**src/rtl/vga_sync_monitor.sv**
```systemverilog
// -----------------------------------------------------------------------------
// vga_sync_monitor
//   Receive side of the VGA sync interface. Samples the active-low HSync and
//   VSync, recovers the pixel position, measures line/frame/VSync-width timing
//   and declares lock after LOCK_FRAMES consecutive good frames.
//
// Ports
//   clk          in   system clock
//   reset_n      in   asynchronous active-low reset
//   hsync_in     in   HSync, active-low, asynchronous to clk
//   vsync_in     in   VSync, active-low, asynchronous to clk
//   locked       out  timing verified (registered state==LOCKED)
//   line_start   out  1-clk pulse on each HSync fall event
//   frame_start  out  1-clk pulse on each VSync fall event
//   x_pos        out  clocks since last HSync fall event (saturating)
//   y_pos        out  HSync events since last VSync fall event (saturating)
//   line_ticks   out  last measured line period
//   frame_ticks  out  last measured frame period
//   err          out  1-clk pulse: bad frame or timeout while locked
//   state_dbg    out  current FSM state (SEARCH=0, ACQUIRE=1, LOCKED=2)
//
// Interface semantics: the sync inputs carry no handshake; they are level
// signals sampled every clk. Every output is registered except the two event
// pulses, which come straight from the registered edge detectors.
// -----------------------------------------------------------------------------
module vga_sync_monitor #(
  parameter int H_PERIOD    = 1600,
  parameter int V_LINES     = 525,
  parameter int VS_WIDTH    = 3200,
  parameter int TOL         = 2,
  parameter int LOCK_FRAMES = 2,
  parameter int CW          = 21
) (
  input  logic          clk,
  input  logic          reset_n,
  input  logic          hsync_in,
  input  logic          vsync_in,
  output logic          locked,
  output logic          line_start,
  output logic          frame_start,
  output logic [CW-1:0] x_pos,
  output logic [9:0]    y_pos,
  output logic [CW-1:0] line_ticks,
  output logic [CW-1:0] frame_ticks,
  output logic          err,
  output logic [1:0]    state_dbg
);

  localparam logic [1:0] SEARCH  = 2'd0;
  localparam logic [1:0] ACQUIRE = 2'd1;
  localparam logic [1:0] LOCKED  = 2'd2;

  localparam int GW      = $clog2(LOCK_FRAMES + 1);
  localparam int FRAME_I = V_LINES * H_PERIOD;

  // Window limits held at CW+1 bits so x+1 / f+1 can never wrap into range.
  localparam logic [CW:0]   FR_LO = (CW+1)'(FRAME_I - TOL);
  localparam logic [CW:0]   FR_HI = (CW+1)'(FRAME_I + TOL);
  localparam logic [CW:0]   LN_LO = (CW+1)'(H_PERIOD - TOL);
  localparam logic [CW:0]   LN_HI = (CW+1)'(H_PERIOD + TOL);
  localparam logic [CW:0]   VS_LO = (CW+1)'(VS_WIDTH - TOL);
  localparam logic [CW:0]   VS_HI = (CW+1)'(VS_WIDTH + TOL);
  localparam logic [CW-1:0] TMO   = CW'(2 * FRAME_I);
  localparam logic [10:0]   V_LINES_L = 11'(V_LINES);

  // Synchronizers (idle-high) plus one extra stage for edge detection.
  logic hs_s1_q, hs_s2_q, hs_s3_q, hs_ev_q;
  logic vs_s1_q, vs_s2_q, vs_s3_q, vs_fall_q, vs_rise_q;

  logic [CW-1:0] x_q, f_q, lt_q, ft_q;
  logic [9:0]    y_q;
  logic          h_seen_q, v_seen_q, h_bad_q, vs_ok_q;
  logic [1:0]    state_q, state_d;
  logic [GW-1:0] good_q, good_d, good_inc;
  logic          locked_q, err_q, err_d;

  logic [CW:0]   line_new, frame_new;
  logic [10:0]   lines_c;
  logic          line_bad_c, vs_w_ok_c, frame_good_c, timeout_c;

  assign line_new  = {1'b0, x_q} + (CW+1)'(1);
  assign frame_new = {1'b0, f_q} + (CW+1)'(1);
  // A line that closes in the same cycle as the frame belongs to that frame.
  assign lines_c   = {1'b0, y_q} + 11'(hs_ev_q);

  assign line_bad_c = h_seen_q && ((line_new < LN_LO) || (line_new > LN_HI));
  // f_q restarts at the VSync fall, so at the rise f_q+1 is the low width.
  assign vs_w_ok_c  = (frame_new >= VS_LO) && (frame_new <= VS_HI);
  assign timeout_c  = (f_q == TMO);

  assign frame_good_c = (frame_new >= FR_LO) && (frame_new <= FR_HI) &&
                        (lines_c == V_LINES_L) && vs_ok_q &&
                        !(h_bad_q || (hs_ev_q && line_bad_c));

  assign good_inc = good_q + GW'(1);

  always_comb begin
    state_d = state_q;
    good_d  = good_q;
    err_d   = 1'b0;
    if (vs_fall_q) begin
      case (state_q)
        SEARCH: begin
          state_d = ACQUIRE;
          good_d  = '0;
        end
        ACQUIRE: begin
          if (frame_good_c) begin
            good_d = good_inc;
            if (good_inc >= GW'(LOCK_FRAMES)) state_d = LOCKED;
          end else begin
            good_d = '0;
          end
        end
        LOCKED: begin
          if (!frame_good_c) begin
            state_d = ACQUIRE;
            good_d  = '0;
            err_d   = 1'b1;
          end
        end
        default: begin
          state_d = SEARCH;
          good_d  = '0;
        end
      endcase
    end else if (timeout_c) begin
      // No VSync for two nominal frames: source lost.
      state_d = SEARCH;
      good_d  = '0;
      err_d   = (state_q == LOCKED);
    end
  end

  always_ff @(posedge clk or negedge reset_n) begin
    if (!reset_n) begin
      hs_s1_q   <= 1'b1;
      hs_s2_q   <= 1'b1;
      hs_s3_q   <= 1'b1;
      vs_s1_q   <= 1'b1;
      vs_s2_q   <= 1'b1;
      vs_s3_q   <= 1'b1;
      hs_ev_q   <= 1'b0;
      vs_fall_q <= 1'b0;
      vs_rise_q <= 1'b0;
      x_q       <= '0;
      y_q       <= '0;
      f_q       <= '0;
      lt_q      <= '0;
      ft_q      <= '0;
      h_seen_q  <= 1'b0;
      v_seen_q  <= 1'b0;
      h_bad_q   <= 1'b0;
      vs_ok_q   <= 1'b0;
      state_q   <= SEARCH;
      good_q    <= '0;
      locked_q  <= 1'b0;
      err_q     <= 1'b0;
    end else begin
      hs_s1_q   <= hsync_in;
      hs_s2_q   <= hs_s1_q;
      hs_s3_q   <= hs_s2_q;
      vs_s1_q   <= vsync_in;
      vs_s2_q   <= vs_s1_q;
      vs_s3_q   <= vs_s2_q;
      hs_ev_q   <= hs_s3_q & ~hs_s2_q;
      vs_fall_q <= vs_s3_q & ~vs_s2_q;
      vs_rise_q <= ~vs_s3_q & vs_s2_q;

      // Horizontal position and line period.
      if (hs_ev_q) begin
        x_q      <= '0;
        h_seen_q <= 1'b1;
        if (h_seen_q) lt_q <= line_new[CW] ? '1 : line_new[CW-1:0];
      end else if (x_q != '1) begin
        x_q <= x_q + CW'(1);
      end

      // Line counter: a coincident VSync clears it after the closing line
      // was already accounted for in lines_c.
      if (vs_fall_q) begin
        y_q <= '0;
      end else if (hs_ev_q && (y_q != 10'h3FF)) begin
        y_q <= y_q + 10'd1;
      end

      // Sticky bad-line flag, scoped to one frame.
      if (vs_fall_q) begin
        h_bad_q <= 1'b0;
      end else if (hs_ev_q && line_bad_c) begin
        h_bad_q <= 1'b1;
      end

      // Frame counter and frame period.
      if (vs_fall_q) begin
        f_q      <= '0;
        v_seen_q <= 1'b1;
        if (v_seen_q) ft_q <= frame_new[CW] ? '1 : frame_new[CW-1:0];
      end else if (f_q != '1) begin
        f_q <= f_q + CW'(1);
      end

      if (vs_rise_q) vs_ok_q <= vs_w_ok_c;

      state_q  <= state_d;
      good_q   <= good_d;
      locked_q <= (state_d == LOCKED);
      err_q    <= err_d;
    end
  end

  assign locked      = locked_q;
  assign line_start  = hs_ev_q;
  assign frame_start = vs_fall_q;
  assign x_pos       = x_q;
  assign y_pos       = y_q;
  assign line_ticks  = lt_q;
  assign frame_ticks = ft_q;
  assign err         = err_q;
  assign state_dbg   = state_q;

endmodule

```
**config.mk**
```make
export PLATFORM = sky130hd
export DESIGN_NAME = vga_sync_monitor
export DESIGN_NICKNAME = d
export VERILOG_FILES = /design/src/rtl/vga_sync_monitor.sv
export SDC_FILE = /design/constraint.sdc
export NUM_CORES = 1
export LEC_CHECK = 0
export CORE_UTILIZATION = 50
export CTS_CLUSTER_SIZE = 28
export DETAILED_ROUTE_END_ITERATION = 16
export GPL_TIMING_DRIVEN = 1
export HOLD_SLACK_MARGIN = 0.05
export PLACE_DENSITY_LB_ADDON = 0.1
export SLEW_MARGIN = 5
export SYNTH_ARGS = -nofsm -noshare
export SYNTH_HDL_FRONTEND = slang
export SYNTH_SLANG_ARGS = --single-unit
```
**constraint.sdc**
```tcl
create_clock -name clk -period 4.9 [get_ports clk]
set_input_delay 0.735 -clock clk [delete_from_list [all_inputs] [get_ports clk]]
set_output_delay 0.735 -clock clk [all_outputs]
set_load 0.005 [all_outputs]
```
==> results of run 1 <==
==> layout make-up <==
class                           count  area [sq um]
Clock buffer                       20           447
Inverter                           13          48.8
Timing Repair Buffer               86           848
Multi-Input combinational cell    458          2730
Sequential cell                   113          2840
Tap cell                          140           175
Fill cell                         909          3820
Clock inverter                     12           183
==> how the worst max path moves through the flow <==
stage | from | to | slack [ns] | cells after the start
2_1_floorplan | f_q[1] | state_dbg[0] | 1.94 | 12
3_3_place_gp | f_q[0] | err | 1.61 | 10
3_5_place_dp | f_q[0] | err | 1.47 | 10
4_1_cts | f_q[0] | err | 1.49 | 10
5_1_grt | f_q[0] | err | 1.22 | 10
6_report | f_q[0] | err | 1.45 | 10
==> where the power goes <==
part	internal, mW	total [mW]	switching [mW]
clock network	0.866	1.31	0.445
logic	0.233	0.444	0.211
registers	1.02	1.13	0.101
total	2.12	2.88	0.757
==> cells in the mapped netlist (all sizes together), types with 2 or more instances <==
cell	instances
nand2b	8
nor2b	8
or2	3
nand3	21
a22oi	3
clkbuf	24
o31ai	3
inv	13
nor3b	2
o21a	3
a21oi	69
a211oi	3
and2	12
a32oi	2
ha	7
nor4	8
o2111ai	2
dfrtp	107
or4	2
o22ai	4
o311ai	2
nor3	15
a21o	3
a31oi	23
and3	10
xor2	25
xnor2	25
o31a	2
mux2	2
or3	5
buf	10
nand4	16
nand2	43
o21ai	10
nand3b	2
nor2	94
and4	7
dfstp	6
==> metrics by stage <==
| step | instances | power [mW] | worst slack, ns |
|---|---|---|---|
| after floorplan | 618 | 1.35 | 1.94 |
| after global placement | 810 | 1.57 | 1.61 |
| after detailed placement | 810 | 1.58 | 1.47 |
| after CTS | 842 | 2.90 | 1.49 |
| after global routing | 842 | 3.00 | 1.22 |
| final | 842 | 2.88 | 1.45 |
==> logic make-up after synthesis <==
| family | count (synthesis) | synth area share, % |
|---|---|---|
| AOI/OAI and AO/OA | 135 | 13.9 |
| xor gates and xnor gates | 50 | 7.55 |
| adders and majority gates | 7 | 1.51 |
| buffers and inverters | 47 | 4.14 |
| DFF | 113 | 48.9 |
| muxes | 3 | 0.561 |
| and+or+nand+nor | 263 | 23.5 |
==> registers in the layout (all words and copies together), names as in the netlist, 2 cells and up <==
register,cells
f_q,21
frame_ticks,21
y_pos,10
x_pos,21
good_q,2
line_ticks,21
state_dbg,2
==> placed cells by master, fill, tap and decap left out, drive strengths merged, types with 8 or more instances in the layout <==
cell / instances
and2: 12
a31oi: 23
xor2: 25
dfrtp: 107
nand2b: 8
nor3: 15
o21ai: 10
clkdlybuf4s50: 81
nor2: 94
nand4: 16
nor4: 8
and3: 10
nand3: 21
nor2b: 8
inv: 14
clkbuf: 20
xnor2: 25
nand2: 43
a21oi: 69
==> routing by layer <==
metal	part of all wire [%]	wire length, um
met3	6.0	892
met2	46	6880
met5	0	0
met4	1.0	148
met1	47	6890
==> worst max-delay path, stage by stage, from the launching register on <==
cell	delay (ns)
sky130_fd_sc_hd__dfrtp_1	0.53
sky130_fd_sc_hd__ha_1	0.37
sky130_fd_sc_hd__nand4_1	0.22
sky130_fd_sc_hd__or4_4	0.53
sky130_fd_sc_hd__o21a_1	0.22
sky130_fd_sc_hd__nor4_2	0.26
sky130_fd_sc_hd__o311ai_1	0.13
sky130_fd_sc_hd__or3_4	0.44
sky130_fd_sc_hd__a211oi_2	0.30
sky130_fd_sc_hd__a21oi_1	0.14
sky130_fd_sc_hd__and2_1	0.20
==> results.md, run 1 <==
- First-pass iteration count of the detailed router: 5
- Syn nets: 629
- Total CTS buffers: 17
- Cell accounting for the most synthesized area: sky130_fd_sc_hd__dfrtp_1
- Worst setup path class: reg2reg
- Tot GR Track Use: a little over a quarter
- Cell area after synthesis: 5800 sq um
- Routed vias: ~4,900
- Final-report setup violation count: 0
- Placeable Area: approximately 11,000 sq um
- End of the worst register-to-register path: err
- Top Usage Layer GRT: met2
- Distinct cells, synth: 69
- Setup repair bufs after CTS: 0
- Worst hold margin: 0.359 ns
- Die W: between 100 and 150 um
- Type of element launching the critical path: flop
- Synthesis-stage register bit count: roughly 110
- Hold-critical path endpoint: vs_s2_q
- Global route overflow: 0
- Met2 capacity usage during global routing: 41.6%
- Leading cell types by total area after synthesis: sky130_fd_sc_hd__dfrtp_1, sky130_fd_sc_hd__nor2_1, sky130_fd_sc_hd__a21oi_1
- Net count reported at finish: 700
- Yosys synthesis warning count: 0
- Origin of the critical flop-to-flop path: f_q[0]
- Cells after synthesis: 618
- Post-cts resize count: 0
- Worst reg-to-reg setup slack: 1.45 ns
- RSZ-0062 raised after global routing: no
- Endpoint class of the critical path: flop
- Area overhead of the layout relative to synthesis: 25.2%
- Starting DRC count in detailed routing: 397
- Fraction of synthesized cell area taken by the top area cell type: 46.2%
- Global routing usage on met3: 6.88%
- Critical-path maximum fanout: 11
- Start point of the worst hold path: vs_s1_q
- Endpoint arrival time on the critical path: roughly 3.8 ns
- Critical path data required time: 5.21 ns
- Leakage power: between 2 and 3 nW
- Cts hold-fix bufs: 0
- Run status: finished, final reports clean
- Library cell used as clock root buffer: sky130_fd_sc_hd__clkbuf_16
- Clock-pin slew reported for the worst setup and hold paths after clock tree synthesis: 0.06 ns
- Row Count: 38
- Post-synth top flop: sky130_fd_sc_hd__dfrtp_1
- Path type of the worst min-delay path: reg2reg
- Share of the yosys chip area belonging to registers: between 40% and 50%
- Diodes inserted: 0
- Maximum level of the CTS H-tree: 4
- Max Cap Viol: 0
- I/O pin count: 83
- Number of stages on the worst hold path: 0
- Full die area: 12,000 sq um
- Worst supply voltage drop on vdd: 0.000319 V
- Die Y: 110 um
- Ys async rst share: 100%
- Wire length of the first global-routing pass: 23,900 um
- Global placement routability congestion: about 0.94
- Post-place instance area: 6630 sq um
- Actual slew at the worst max-slew pin: 1.06 ns
- Post-route antenna net violation count: 0
- R2R cell count: 10
- IO Port Bufs: 82
- Count of final max-slew check failures: 0
- Final number of hold-violating endpoints: 0
- Number of antenna violations at the first check in global routing: 0
- Count of flip-flops with a built-in enable after synthesis: 0
- Detailed placement HPWL: 10,400 um
- Fraction of final layout cells sized beyond drive strength 1: 8.40%
- Layout Utilization: 65.6%
- Met1 track utilization from global routing: 35.3%
- Routed Wire Length: between 10,000 and 15,000 um
- Share of the clock period used by the worst path: 70.4%
- Highest attainable clock frequency: around 0.29 GHz
- Design Area, Final: 7260 sq um
- CTS sink cnt: 113
- Max_slew headroom: between 20% and 30%
- Average wire per cell in the routed design: 17.6 um
- Initial Utilization: 52.4%
- Clock tree from TritonCTS: done
- Final TNS setup: 0 ns
- Final critical path time including I/O delays and setup: 3.45 ns
- Clk Latency, worst-skew pair: 0.42 ns
- Per-instance average area after synthesis: between 9 and 10 sq um
- Pin count of the biggest net entering global routing: 74
- Via/cell ratio: a little under 6
- DRC violation count after routing: 0
- Buffer levels on the longest clock path: 2
- P per Cell Area: 397 nW/um^2
- Final worst clock skew: approximately 0.016 ns
- Via count of the first global-routing pass: 4,731
Note: power is estimated with default switching activity, not from simulation.
==> run 2: changes to the inputs <==
clock period = 3.4 ns   (was 4.9 ns; I/O delays follow)
==> run 2 against run 1 <==
  * Worst setup slack worse by 1.3 ns
  * Cell area grew 1.1%
  * Total power is 40% higher
  * Count of clock-buffer cells in the layout grew 7
  * First-iteration DRC count increased by 1.3%
  * Global-route usage decreased by 0.16 points
  * Clock power up 34%
  * Sequential share of layout area fell by 0.43 points
  * Critical path type unchanged
  * Register-to-register slack lost 1.3 ns
==> results.md, run 2 (synthesis results as in run 1) <==
- Row Count: 38 (unchanged)
- Count of final max-slew check failures: 0 (unchanged)
- Endpoint arrival time on the critical path: 3.50 ns (-0.26 ns)
- Global placement routability congestion: 0.943 (+0.64%)
- Number of instances in the placed design: 826 (+2.0%)
- Die W: 110 um (unchanged)
- Worst reg-to-reg setup slack: 0.20 ns (-1.25 ns)
- Max_slew headroom: 26.5% (-3.0 points)
- Share of the clock period used by the worst path: 94.1% (+24 points)
- Average wire per cell in the routed design: 17.3 um (-1.9%)
- Critical path buffers and inverters: 0 (unchanged)
- Final critical path time including I/O delays and setup: 3.20 ns (-0.250 ns)
- Actual slew at the worst max-slew pin: 1.10 ns (+0.0448 ns)
- CTS sink cnt: 113 (unchanged)
- Library cell used as clock root buffer: sky130_fd_sc_hd__clkbuf_16
- Starting DRC count in detailed routing: 402 (+1.3%)
- Pin count of the biggest net entering global routing: 58 (-22%)
- Path type of the worst min-delay path: in2async
- Standard cell with the maximum stage delay on the critical path: sky130_fd_sc_hd__or4_4
- Via/cell ratio: 5.78 (-1.6%)
- Buffer levels on the longest clock path: 2 (unchanged)
- Largest incremental delay on the critical path: 0.54 ns (about the same)
- Worst supply voltage drop on vdd: 0.000358 V (+12%)
- Total CTS buffers: 17 (unchanged)
- Type of element launching the critical path: flop
- Origin of the critical flop-to-flop path: f_q[1]
- Number of cells on the critical path: 10 (unchanged)
- Final TNS setup: 0 ns (unchanged)
- Routed Wire Length: 14,800 um (about the same)
- Placeable Area: 11,100 sq um (unchanged)
- Non-Filler Instances: 858 (+1.9%)
- Clock-pin slew reported for the worst setup and hold paths after clock tree synthesis: 0.05 ns (about the same)
- Area of all sequential standard cells: 2840 sq um (unchanged)
- IO Port Bufs: 82 (unchanged)
- Most common cell after layout, fill and taps aside: sky130_fd_sc_hd__dfrtp_1
- End of the worst register-to-register path: err
- Footprint of the multi-input gates: 2730 sq um (unchanged)
- Initial Utilization: 52.4% (unchanged)
- Wire length of the first global-routing pass: 23,800 um (-0.17%)
- R2R cell count: 10 (unchanged)
- Final number of hold-violating endpoints: 0 (unchanged)
- I/O pin count: 83 (unchanged)
- Diodes inserted: 0 (unchanged)
- Layout Utilization: 66.3% (+0.73 points)
- Cell type with the highest occurrence count on the critical path: sky130_fd_sc_hd__nand4_1
- Number of antenna violations at the first check in global routing: 0 (unchanged)
- Routed vias: 4,959 (+0.22%)
- Clock tree from TritonCTS: done
- First-pass iteration count of the detailed router: 5 (unchanged)
- Largest delay share family, worst path: simple AND/OR/NAND/NOR gates
- Max Cap Viol: 0 (unchanged)
- Endpoint class of the critical path: flop
- Critical path cell sequence: ha_1 > nand4_1 > or4_4 > o21a_1 > nor4_1 > and4bb_2 > nand4_1 > a211oi_2 > a21oi_1 > and2_1
- RSZ-0062 raised after global routing: no
- Worst setup path class: reg2reg
- Global route overflow: 0 (unchanged)
- Leakage power: 3.03 nW (+2.3%)
- Final worst clock skew: 0.00695 ns (-0.00864 ns)
- Via count of the first global-routing pass: 4,729 (-0.042%)
- Critical path data required time: 3.71 ns (-1.50 ns)
- # fillers: 915 (+0.66%)
- Full die area: 12,000 sq um (unchanged)
- Run status: finished, final reports clean
- DRC violation count after routing: 0 (unchanged)
- Area overhead of the layout relative to synthesis: 26.6%
- Highest attainable clock frequency: 0.313 GHz (+7.8%)
- Commonest non-fill, non-tap cells in the layout: sky130_fd_sc_hd__dfrtp_1, sky130_fd_sc_hd__nor2_1, sky130_fd_sc_hd__clkdlybuf4s50_1
- Die Y: 110 um (unchanged)
- Final-report setup violation count: 0 (unchanged)
- Critical-path maximum fanout: 7 (-4)
- Tot GR Track Use: 26.4% (-0.16 points)
- Maximum level of the CTS H-tree: 4 (unchanged)
- Fraction of final layout cells sized beyond drive strength 1: 10.0% (+1.6 points)
- Worst hold margin: 0.151 ns (-0.209 ns)
- Post-cts resize count: 0 (unchanged)
- Net count reported at finish: 716 (+2.3%)
- Post-route antenna net violation count: 0 (unchanged)
- P per Cell Area: 549 nW/um^2 (+38%)
- Detailed placement HPWL: 10,500 um (+1.3%)
- Clk Latency, worst-skew pair: 0.41 ns (about the same)
[run 2: cell types whose count changed in the layout (fill, tap and decap cells not counted), moves of 2 or more]
cell,previous run,this run
sky130_fd_sc_hd__bufinv_16,4,2
sky130_fd_sc_hd__buf_4,5,21
sky130_fd_sc_hd__clkinv_4,3,0
sky130_fd_sc_hd__clkbuf_1,2,5
sky130_fd_sc_hd__clkinvlp_4,3,1
sky130_fd_sc_hd__clkbuf_8,1,5
[run 2: layer usage]
| metal | routed length, um | GRT usage [%] | up-vias |
|---|---|---|---|
| met5 | 0 | 0 | - |
| met4 | 306 | 10.2 | 0 |
| met3 | 853 | 5.10 | 24 |
| met2 | 6790 | 41.2 | 182 |
| met1 | 6860 | 36.3 | 2394 |
| li1 | - | - | 2359 |
[run 2: final cells by class]
type / count / area share (%)
Inverter: 13 / 0.665
Timing Repair Buffer: 102 / 13.2
Clock buffer: 27 / 6.99
Clock inverter: 5 / 1.06
Sequential cell: 113 / 38.6
Tap cell: 140 / 2.39
Multi-Input combinational cell: 458 / 37.1
[run 2: how the worst max path moves through the flow]
stage	start	end	slack (ns)
6_report	f_q[1]	err	0.20
5_1_grt	f_q[1]	err	0.02
4_1_cts	x_pos[1]	err	0.16
3_5_place_dp	x_pos[1]	err	0.18
3_3_place_gp	x_pos[1]	err	0.29
2_1_floorplan	f_q[1]	state_dbg[0]	0.44
[run 2: power by group]
| group | switching (mW) | internal (mW) |
|---|---|---|
| clock | 0.575 | 1.17 |
| combinational | 0.321 | 0.353 |
| sequential | 0.130 | 1.48 |
| total | 1.03 | 3.00 |
[run 2: worst reg2reg max path: stages (launching register included)]
cell and delay [ns]:
sky130_fd_sc_hd__dfrtp_1 0.43, sky130_fd_sc_hd__ha_1 0.21, sky130_fd_sc_hd__nand4_1 0.20, sky130_fd_sc_hd__or4_4 0.54
sky130_fd_sc_hd__o21a_1 0.21, sky130_fd_sc_hd__nor4_1 0.36, sky130_fd_sc_hd__and4bb_2 0.31, sky130_fd_sc_hd__nand4_1 0.17
sky130_fd_sc_hd__a211oi_2 0.35, sky130_fd_sc_hd__a21oi_1 0.13, sky130_fd_sc_hd__and2_1 0.19
[run 2: through the flow]
step	total power [mW]	worst slack, ns	instance area [sq um]
detailed placement	2.30	0.180	6750
global placement	2.28	0.295	6750
finish	4.03	0.202	7340
CTS	4.06	0.164	7340
global route	4.21	0.0215	7340
floorplan	1.95	0.436	5800
[run 2: timing repair]
| item | 4_1_cts | 5_1_grt |
|---|---|---|
| hold buffers | 0 | 0 |
| setup buffers | 0 | 0 |
| setup endpoints to repair | 0 | 6 |
